## src/rtl/freq_meter.sv

```systemverilog
// Frequency meter: counts synchronized sig_in rising edges over fixed GATE_LEN-cycle windows.
// Latency: edge detected 2 clk after sig_in rises; result registered 1 clk after the window's last cycle.
// No backpressure: valid is a single-cycle pulse; windows run back-to-back while enable is high.
module freq_meter #(
  parameter int CLK_FREQ = 100_000_000,
  parameter int GATE_HZ  = 1,
  parameter int CNT_W    = 32
) (
  input  logic             clk,
  input  logic             rst,
  input  logic             sig_in,
  input  logic             enable,
  output logic [CNT_W-1:0] count,
  output logic             valid,
  output logic             overflow,
  output logic             busy
);

  localparam int GATE_LEN = CLK_FREQ / GATE_HZ;
  localparam int GW       = (GATE_LEN < 2) ? 1 : $clog2(GATE_LEN);
  localparam logic [GW-1:0] GATE_LAST = GW'(GATE_LEN - 1);

  // A window shorter than two cycles cannot hold a single detectable edge.
  if (GATE_LEN < 2) begin : g_bad_gate
    $error("freq_meter: GATE_LEN = CLK_FREQ / GATE_HZ must be at least 2");
  end

  typedef enum logic {
    IDLE    = 1'b0,
    MEASURE = 1'b1
  } state_t;

  state_t             state_q, state_d;
  logic               s1_q, s1_d;
  logic               s2_q, s2_d;
  logic               s3_q, s3_d;
  logic [GW-1:0]      gate_q, gate_d;
  logic [CNT_W-1:0]   edge_cnt_q, edge_cnt_d;
  logic               win_ovf_q, win_ovf_d;
  logic [CNT_W-1:0]   count_q, count_d;
  logic               valid_q, valid_d;
  logic               overflow_q, overflow_d;

  logic               edge_det;
  logic               edge_sat;
  logic [CNT_W-1:0]   edge_cnt_inc;
  logic               win_ovf_now;

  // Synchronizer plus delay flop; runs regardless of FSM state so edges are never stale.
  always_comb begin
    s1_d = sig_in;
    s2_d = s1_q;
    s3_d = s2_q;
  end

  assign edge_det = s2_q & ~s3_q;

  // Saturating edge-count candidate and the window overflow flag including this cycle.
  always_comb begin
    edge_sat     = &edge_cnt_q;
    edge_cnt_inc = (edge_det && !edge_sat) ? edge_cnt_q + CNT_W'(1) : edge_cnt_q;
    win_ovf_now  = win_ovf_q | (edge_det & edge_sat);
  end

  // Next-state logic: window sequencing, terminal-cycle reporting and abort.
  always_comb begin
    state_d    = state_q;
    gate_d     = gate_q;
    edge_cnt_d = edge_cnt_q;
    win_ovf_d  = win_ovf_q;
    count_d    = count_q;
    overflow_d = overflow_q;
    valid_d    = 1'b0;
    case (state_q)
      IDLE: begin
        gate_d     = '0;
        edge_cnt_d = '0;
        win_ovf_d  = 1'b0;
        if (enable) begin
          state_d = MEASURE;
        end
      end
      MEASURE: begin
        if (gate_q == GATE_LAST) begin
          // Terminal cycle reports even if enable just dropped; an edge here belongs to this window.
          count_d    = edge_cnt_inc;
          overflow_d = win_ovf_now;
          valid_d    = 1'b1;
          gate_d     = '0;
          edge_cnt_d = '0;
          win_ovf_d  = 1'b0;
          state_d    = enable ? MEASURE : IDLE;
        end else if (!enable) begin
          // Abort: partial window is discarded, last result stays visible.
          gate_d     = '0;
          edge_cnt_d = '0;
          win_ovf_d  = 1'b0;
          state_d    = IDLE;
        end else begin
          gate_d     = gate_q + GW'(1);
          edge_cnt_d = edge_cnt_inc;
          win_ovf_d  = win_ovf_now;
        end
      end
      default: begin
        state_d = IDLE;
      end
    endcase
  end

  // State register with synchronous reset.
  always_ff @(posedge clk) begin
    if (rst) begin
      state_q    <= IDLE;
      s1_q       <= 1'b0;
      s2_q       <= 1'b0;
      s3_q       <= 1'b0;
      gate_q     <= '0;
      edge_cnt_q <= '0;
      win_ovf_q  <= 1'b0;
      count_q    <= '0;
      valid_q    <= 1'b0;
      overflow_q <= 1'b0;
    end else begin
      state_q    <= state_d;
      s1_q       <= s1_d;
      s2_q       <= s2_d;
      s3_q       <= s3_d;
      gate_q     <= gate_d;
      edge_cnt_q <= edge_cnt_d;
      win_ovf_q  <= win_ovf_d;
      count_q    <= count_d;
      valid_q    <= valid_d;
      overflow_q <= overflow_d;
    end
  end

  assign count    = count_q;
  assign valid    = valid_q;
  assign overflow = overflow_q;
  assign busy     = (state_q == MEASURE);

endmodule

```

## config.mk

```make
export PLATFORM = sky130hd
export DESIGN_NAME = freq_meter
export DESIGN_NICKNAME = d
export VERILOG_FILES = /design/src/rtl/freq_meter.sv
export SDC_FILE = /design/constraint.sdc
export NUM_CORES = 1
export LEC_CHECK = 0
export CAP_MARGIN = 20
export CORE_ASPECT_RATIO = 0.7
export CORE_UTILIZATION = 50
export CTS_CLUSTER_DIAMETER = 30
export DETAILED_ROUTE_END_ITERATION = 10
export GPL_TIMING_DRIVEN = 0
export HOLD_SLACK_MARGIN = 0.05
export PLACE_DENSITY_LB_ADDON = 0.3
export SLEW_MARGIN = 40
export SYNTH_ARGS = -nofsm -noshare
export SYNTH_HDL_FRONTEND = slang
export SYNTH_SLANG_ARGS = --single-unit
export TNS_END_PERCENT = 50
```

## constraint.sdc

```tcl
create_clock -name clk -period 1.9 [get_ports clk]
set_input_delay 0.38 -clock clk [delete_from_list [all_inputs] [get_ports clk]]
set_output_delay 0.38 -clock clk [all_outputs]
set_load 0.01 [all_outputs]
```

==> flow_summary.json, run 1 <==
{
  "nets": 531,
  "grt_overflow": 0,
  "hold_path_class": "flip-flop to flip-flop",
  "die-area_sq_um": 8750,
  "crit_type": "flip-flop to flip-flop",
  "critPathTopFamily": "simple AND/OR/NAND/NOR gates",
  "crit_chain": "ha_4 -> nand2_4 -> nor4_4 -> buf_4 -> nand3_2 -> nand4_1 -> xor2_1 -> a211oi_2",
  "worstMarginPinSlew_ns": 0.775,
  "clk_pin_slew_ns": 0.07,
  "power.switching_uw": 851,
  "stdcell_count": 631,
  "antenna_found_initial": 0,
  "rsz0062_at_grt": "true",
  "synth_edf_count": 0,
  "drv_slew": 0,
  "io_pins": 39,
  "crit_path_end_kind": "flip-flop",
  "violations": "design-rule violations, negative setup slack",
  "async_flop_share": 0,
  "post_drt_wl_per_cell_microns": 17.6,
  "final_hold_viol_count": 0,
  "ctsHoldBuffers": 0,
  "crit_slowest_cell": "nor4_4",
  "intPower_mw": 3.24,
  "fmax_ghz": 0.490,
  "syn_to_final_growth_pct": 40.3,
  "synth-main-ff-cell": "dfxtp_1",
  "synth_seq_cells": 98,
  "status": "finished with violations",
  "fillCellCount": 523,
  "peakVddDrop_mv": 0.495,
  "fin_tns_setup_ns": -3.86,
  "grt_max_degree": 17,
  "clk_path_buf_depth": 2,
  "critPathMaxStageDelay_ns": 0.40,
  "synth_nets": 460,
  "combPwrFrac": 0.020,
  "max-slew-margin-rel": 0.483,
  "grt_pass1_wl_mm": 16.0,
  "dpl-instance-area_sq_um": 4720,
  "crit_fanout": 4,
  "start_util": 0.525,
  "period_minus_slack_ns": 2.04,
  "leakagePower_nw": 1.90,
  "synth_warnings": 0,
  "clkLatencyLatePin_ns": 0.35,
  "drt-initial-drc-count": 283,
  "powerDensity_nw_per_um2": 697,
  "finalWorstSetupSlack_ns": -0.140,
  "grt_pass1_vias": 3293,
  "first_pass_iters": 7,
  "finalInstanceArea_sq_um": 5870,
  "portBuffers": 38,
  "startpoint_type": "flip-flop",
  "die_w_microns": 111,
  "fp.dieH_microns": 78.6,
  "vias_per_cell": 5.69,
  "routed_wl_mm": 11.1,
  "cts_made_buffers": 9,
  "dr_total_vias": 3590,
  "switching_share": 0.208,
  "drc": 9,
  "grt_usage": 0.236,
  "syn_inst": 454,
  "cts_root_buffer": "clkbuf_16",
  "crit_buf_inv": 1,
  "cts.sinks": 98,
  "rows": 27,
  "h-tree-depth": 3,
  "crit_required_ns": 2.11,
  "max_cap_violations": 0,
  "diodes": 0,
  "final_antenna_net_count": 0,
  "syn_area_per_cell_sq_um": 9.22,
  "setup_viol": 48,
  "dp_cells": 593,
  "drive_gt1_frac": 0.334,
  "yosysUniqueCellTypes": 40,
  "mostFrequentLayoutCells": "92 x nor2_1, 68 x dfxtp_1, 38 x clkdlybuf4s50_1",
  "post-dp-hpwl_mm": 6.53,
  "core_sq_um": 7970,
  "final_common_cell": "nor2_1",
  "period_share": 1.07,
  "yosysSeqAreaShare": 0.469,
  "pwr-share-seq": 0.502,
  "arrival_ns": 2.25,
  "finalClockSkew_ns": 0.0117,
  "clock_power_share": 0.478,
  "syn-cell-area_sq_um": 4190,
  "place.gp.congestion": 0.907,
  "cts_tree": "done"
}
[per-layer routing]
metal	up-vias	wire length, microns	GRT usage
li1	1707	-	-
met1	1735	5040	0.318
met2	134	5040	0.373
met3	14	831	0.0649
met4	0	180	0.0662
met5	-	0	0
[registers in the layout, indices dropped and copies added, names as in the netlist]
signal	cells
s2_q	1
win_ovf_q	1
busy	1
overflow	1
valid	1
edge_cnt_q	32
s1_q	1
gate_q	27
s3_q	1
count	32
[power groups by stage]
stage,Sequential (mW),Clock [mW],Combinational (mW)
after floorplan,2.11,0,0.0333
after global placement,2.11,0,0.0537
after detailed placement,2.11,0,0.0550
after CTS,2.06,1.98,0.0599
after global routing,2.05,2.06,0.0853
final,2.05,1.96,0.0809
[worst paths after layout]
path | startpoint | end | slack (ns) | depth (start not counted)
max reg2reg | edge_cnt_q[1] | count[3] | -0.14 | 8
min | s1_q | s2_q | 0.47 | 1
max | edge_cnt_q[1] | count[3] | -0.14 | 8
min reg2reg | s1_q | s2_q | 0.47 | 1
[area by class of cell]
type	count	area [sq um]	share of cell area
Sequential cell	98	2010	0.343
Clock inverter	6	90.1	0.0153
Multi-Input combinational cell	333	2520	0.429
Tap cell	101	126	0.0215
Timing Repair Buffer	60	647	0.110
Inverter	5	18.8	0.00320
Buffer	18	228	0.0388
Clock buffer	10	229	0.0390
[worst register-to-register path, stage by stage, from the launching register on]
cell and delay (ns):
dfxtp_4 0.38, ha_4 0.17, nand2_4 0.07, nor4_4 0.40
buf_4 0.20, nand3_2 0.14, nand4_1 0.16, xor2_1 0.27
a211oi_2 0.10
[per-stage QoR]
stage / setup WS, ns / hold WS [ns] / power (mW) / util
finish: -0.140 / 0.465 / 4.09 / 0.737
global route: -0.245 / 0.468 / 4.20 / 0.737
CTS: -0.122 / 0.453 / 4.10 / 0.671
detailed placement: -0.331 / 0.440 / 2.16 / 0.592
global placement: -0.325 / 0.426 / 2.16 / 0.592
floorplan: -0.00823 / 0.414 / 2.14 / -
[Yosys cell counts, drive strengths merged (5+ instances only)]
cell / number / share of area
nor2: 109 / 0.098
dfxtp: 98 / 0.47
xor2: 33 / 0.069
a211oi: 32 / 0.092
nand3: 28 / 0.033
nand2: 25 / 0.022
xnor2: 21 / 0.044
nand4: 18 / 0.027
buf: 13 / 0.023
nor3: 13 / 0.016
and3: 7 / 0.010
clkbuf: 6 / 0.0054
and4: 5 / 0.010
inv: 5 / 0.0045
nor2b: 5 / 0.0075
[cells by family after synthesis]
family	Yosys count	share of synthesized area
and+or+nand+nor	233	0.267
muxes	3	0.00747
AOI/OAI and AO/OA	40	0.105
xor gates and xnor gates	54	0.113
DFF	98	0.469
adders and majority gates	2	0.00598
buffers and inverters	24	0.0332
[what timing repair did]
item | CTS | global route
setup buffers | 11 | 5
gates resized for setup | 45 | 107
endpoints found under the setup margin | 93 | 93
hold endpoints to repair | 0 | 0
gates cloned | 2 | 5
pin swaps | 10 | 28
Power figures use the tool's default switching activity.
==> inputs of run 2 (changes only) <==
--- a/config.mk
+++ b/config.mk
@@ -5,10 +5,10 @@
 export SDC_FILE = /design/constraint.sdc
 export NUM_CORES = 1
 export LEC_CHECK = 0
+export ABC_CLOCK_PERIOD_IN_PS = 1900
 export CAP_MARGIN = 20
 export CORE_ASPECT_RATIO = 0.7
 export CORE_UTILIZATION = 50
-export CTS_CLUSTER_DIAMETER = 30
 export DETAILED_ROUTE_END_ITERATION = 10
 export GPL_TIMING_DRIVEN = 0
 export HOLD_SLACK_MARGIN = 0.05
==> results of run 2 <==
No change in the layout: final DEF, timing and power equal those of run 1.
==> inputs of run 3 (changes only) <==
--- a/config.mk
+++ b/config.mk
@@ -5,8 +5,8 @@
 export SDC_FILE = /design/constraint.sdc
 export NUM_CORES = 1
 export LEC_CHECK = 0
+export ABC_AREA = 1
 export ABC_CLOCK_PERIOD_IN_PS = 1900
-export CAP_MARGIN = 20
 export CORE_ASPECT_RATIO = 0.7
 export CORE_UTILIZATION = 50
 export DETAILED_ROUTE_END_ITERATION = 10
==> run 3 against run 2 <==
Compared with the run above:
- the run now ends clean
- first-iteration DRC count rose by 68%
- fmax rose by 12%
- global-route usage rose by 3.9 points
- clock power fell by 9%
- synthesized cell count rose by 74%
- clock-buffer cell count rose by 4
- highest routed layer unchanged
- die area rose by 22%
- register-to-register slack improved by 0.22 ns
- cell count rose by 55%
- power fell by 3.8%
- combinational power rose by 0.7%
==> flow_summary.json, run 3 <==
{
  "startpoint": "gate_q[5]",
  "power.total_mw": 3.93,
  "die-area_sq_um": 10700,
  "setup_viol": 0,
  "powerDensity_nw_per_um2": 633,
  "synth_edf_count": 0,
  "yosysSeqAreaShare": 0.382,
  "synth_nets": 794,
  "crit_type": "flip-flop to flip-flop",
  "crit_path_end_kind": "flip-flop",
  "place.gp.congestion": 0.970,
  "routed_wl_mm": 14.1,
  "worstHoldStart": "s1_q",
  "max_cap_violations": 0,
  "antenna_found_initial": 0,
  "synth_common_cells": "222 x nand2_1, 124 x nor2_1, 103 x inv_1",
  "syn_area_per_cell_sq_um": 6.52,
  "finalWorstSetupSlack_ns": 0.0757,
  "die_w_microns": 123,
  "cts_root_buffer": "clkbuf_16",
  "crit_fanout": 8,
  "async_flop_share": 0,
  "seqCellArea_sq_um": 1970,
  "portBuffers": 38,
  "cts_made_buffers": 9,
  "pre_cts_slack_ns": -0.227,
  "final_hold_viol_count": 0,
  "multi_input_area_sq_um": 2750,
  "post_drt_wl_per_cell_microns": 14.4,
  "synthTopCellsByArea": "dfxtp_1 38%, nand2_1 16%, nor2_1 9.1%",
  "synth_most_common_cell": "nand2_1",
  "period_share": 0.960,
  "nets": 853,
  "drive_gt1_frac": 0.113,
  "mostFrequentLayoutCells": "218 x nand2_1, 116 x nor2_1, 103 x inv_1",
  "syn_inst": 788,
  "synthDominantCellAreaShare": 0.382,
  "yosysUniqueCellTypes": 35,
  "syn_to_final_growth_pct": 20.9,
  "startpoint_type": "flip-flop",
  "start_util": 0.523,
  "crit_required_ns": 2.14,
  "grt_pass1_vias": 4659,
  "vias_per_cell": 5.34,
  "syn-cell-area_sq_um": 5140,
  "grt_overflow": 0,
  "finalClockSkew_ns": 0.00375,
  "fp.dieH_microns": 86.8,
  "period_minus_slack_ns": 1.82,
  "clk_pin_slew_ns": 0.06,
  "yosysTopAreaCell": "dfxtp_1",
  "dr_total_vias": 5223,
  "dp_cells": 954,
  "drv_slew": 0,
  "rows": 30,
  "leakagePower_nw": 2.34,
  "post-dp-hpwl_mm": 10.5,
  "first_pass_iters": 6,
  "reg2reg_from": "gate_q[5]",
  "fillCellCount": 955,
  "diodes": 0,
  "worstMarginPinSlew_ns": 0.575,
  "grt_max_degree": 15,
  "drc": 0,
  "hold_path_class": "flip-flop to flip-flop",
  "peakVddDrop_mv": 0.375,
  "final_antenna_net_count": 0,
  "final_common_cell": "nand2_1",
  "max-slew-margin-rel": 0.617,
  "stdcell_count": 979,
  "synth_seq_cells": 98,
  "h-tree-depth": 3,
  "io_pins": 39,
  "clkLatencyLatePin_ns": 0.34,
  "core_sq_um": 9830,
  "grt_usage": 0.276,
  "clk_path_buf_depth": 2,
  "fmax_ghz": 0.548,
  "arrival_ns": 2.07,
  "synth-main-ff-cell": "dfxtp_1",
  "synth_warnings": 0,
  "cts.sinks": 98,
  "drt-initial-drc-count": 475,
  "grt_pass1_wl_mm": 22.4,
  "status": "finished clean",
  "cts_tree": "done"
}
[run 3: path summary, 6_finish.rpt]
check	cells after the start	slack, ns	end
worst min register to register	2	0.40	s2_q
worst max register to register	10	0.08	count[25]
worst max-delay path	10	0.08	count[25]
worst min-delay path	2	0.40	s2_q
[run 3: per-stage QoR]
stage	cell area, sq um	utilization	TNS (ns)	hold slack [ns]
global placement	5680	0.578	-3.45	0.400
global route	6220	0.632	-0.0791	0.435
floorplan	5140	-	0	0.388
finish	6220	0.632	0	0.402
CTS	6040	0.614	0	0.404
detailed placement	5680	0.578	-10.0	0.395
[run 3: layout make-up]
class / instances / area share
well taps: 128 / 0.0258
inverters: 105 / 0.0646
multi-input cells: 565 / 0.442
clock buffers: 14 / 0.0457
plain buffers: 20 / 0.0278
clock inverters: 1 / 0.00121
repair buffers: 48 / 0.0761
flip-flops and latches: 98 / 0.317
[run 3: worst max-delay path: stages, from the launching register on]
cell      delay (ns)
dfxtp_1         0.43
nand2_1         0.08
nor2_1          0.24
nand2_4         0.12
nor2_4          0.16
nand4_4         0.18
clkinv_4        0.15
buf_8           0.14
nand3_1         0.10
nand2_1         0.08
inv_1           0.04
[run 3: kinds of logic after synthesis]
family / share of synthesized area
simple gates: 0.400
flops: 0.382
compound gates: 0.0759
buf+inv: 0.103
xor+xnor: 0.0341
fa+ha+maj: 0.00487
[run 3: power breakdown]
part           total (mW)  internal [mW]  switching, mW
combinational      0.0815         0.0256         0.0559
sequential           2.06           2.06        0.00400
clock                1.79           1.03          0.767
total                3.93           3.11          0.827
[run 3: per-layer routing]
metal	wire length, microns	up-vias	track usage
met1	6560	2385	0.404
met3	1470	13	0.0684
li1	-	2579	-
met2	5880	246	0.398
met5	0	-	0
met4	160	0	0.0756
[run 3: what timing repair did]
action,in CTS,in global routing
hold buffers,0,0
gates cloned,0,1
pin swaps,4,4
endpoints found under the setup margin,93,92
gates resized for setup,9,41
buffers inserted,5,4
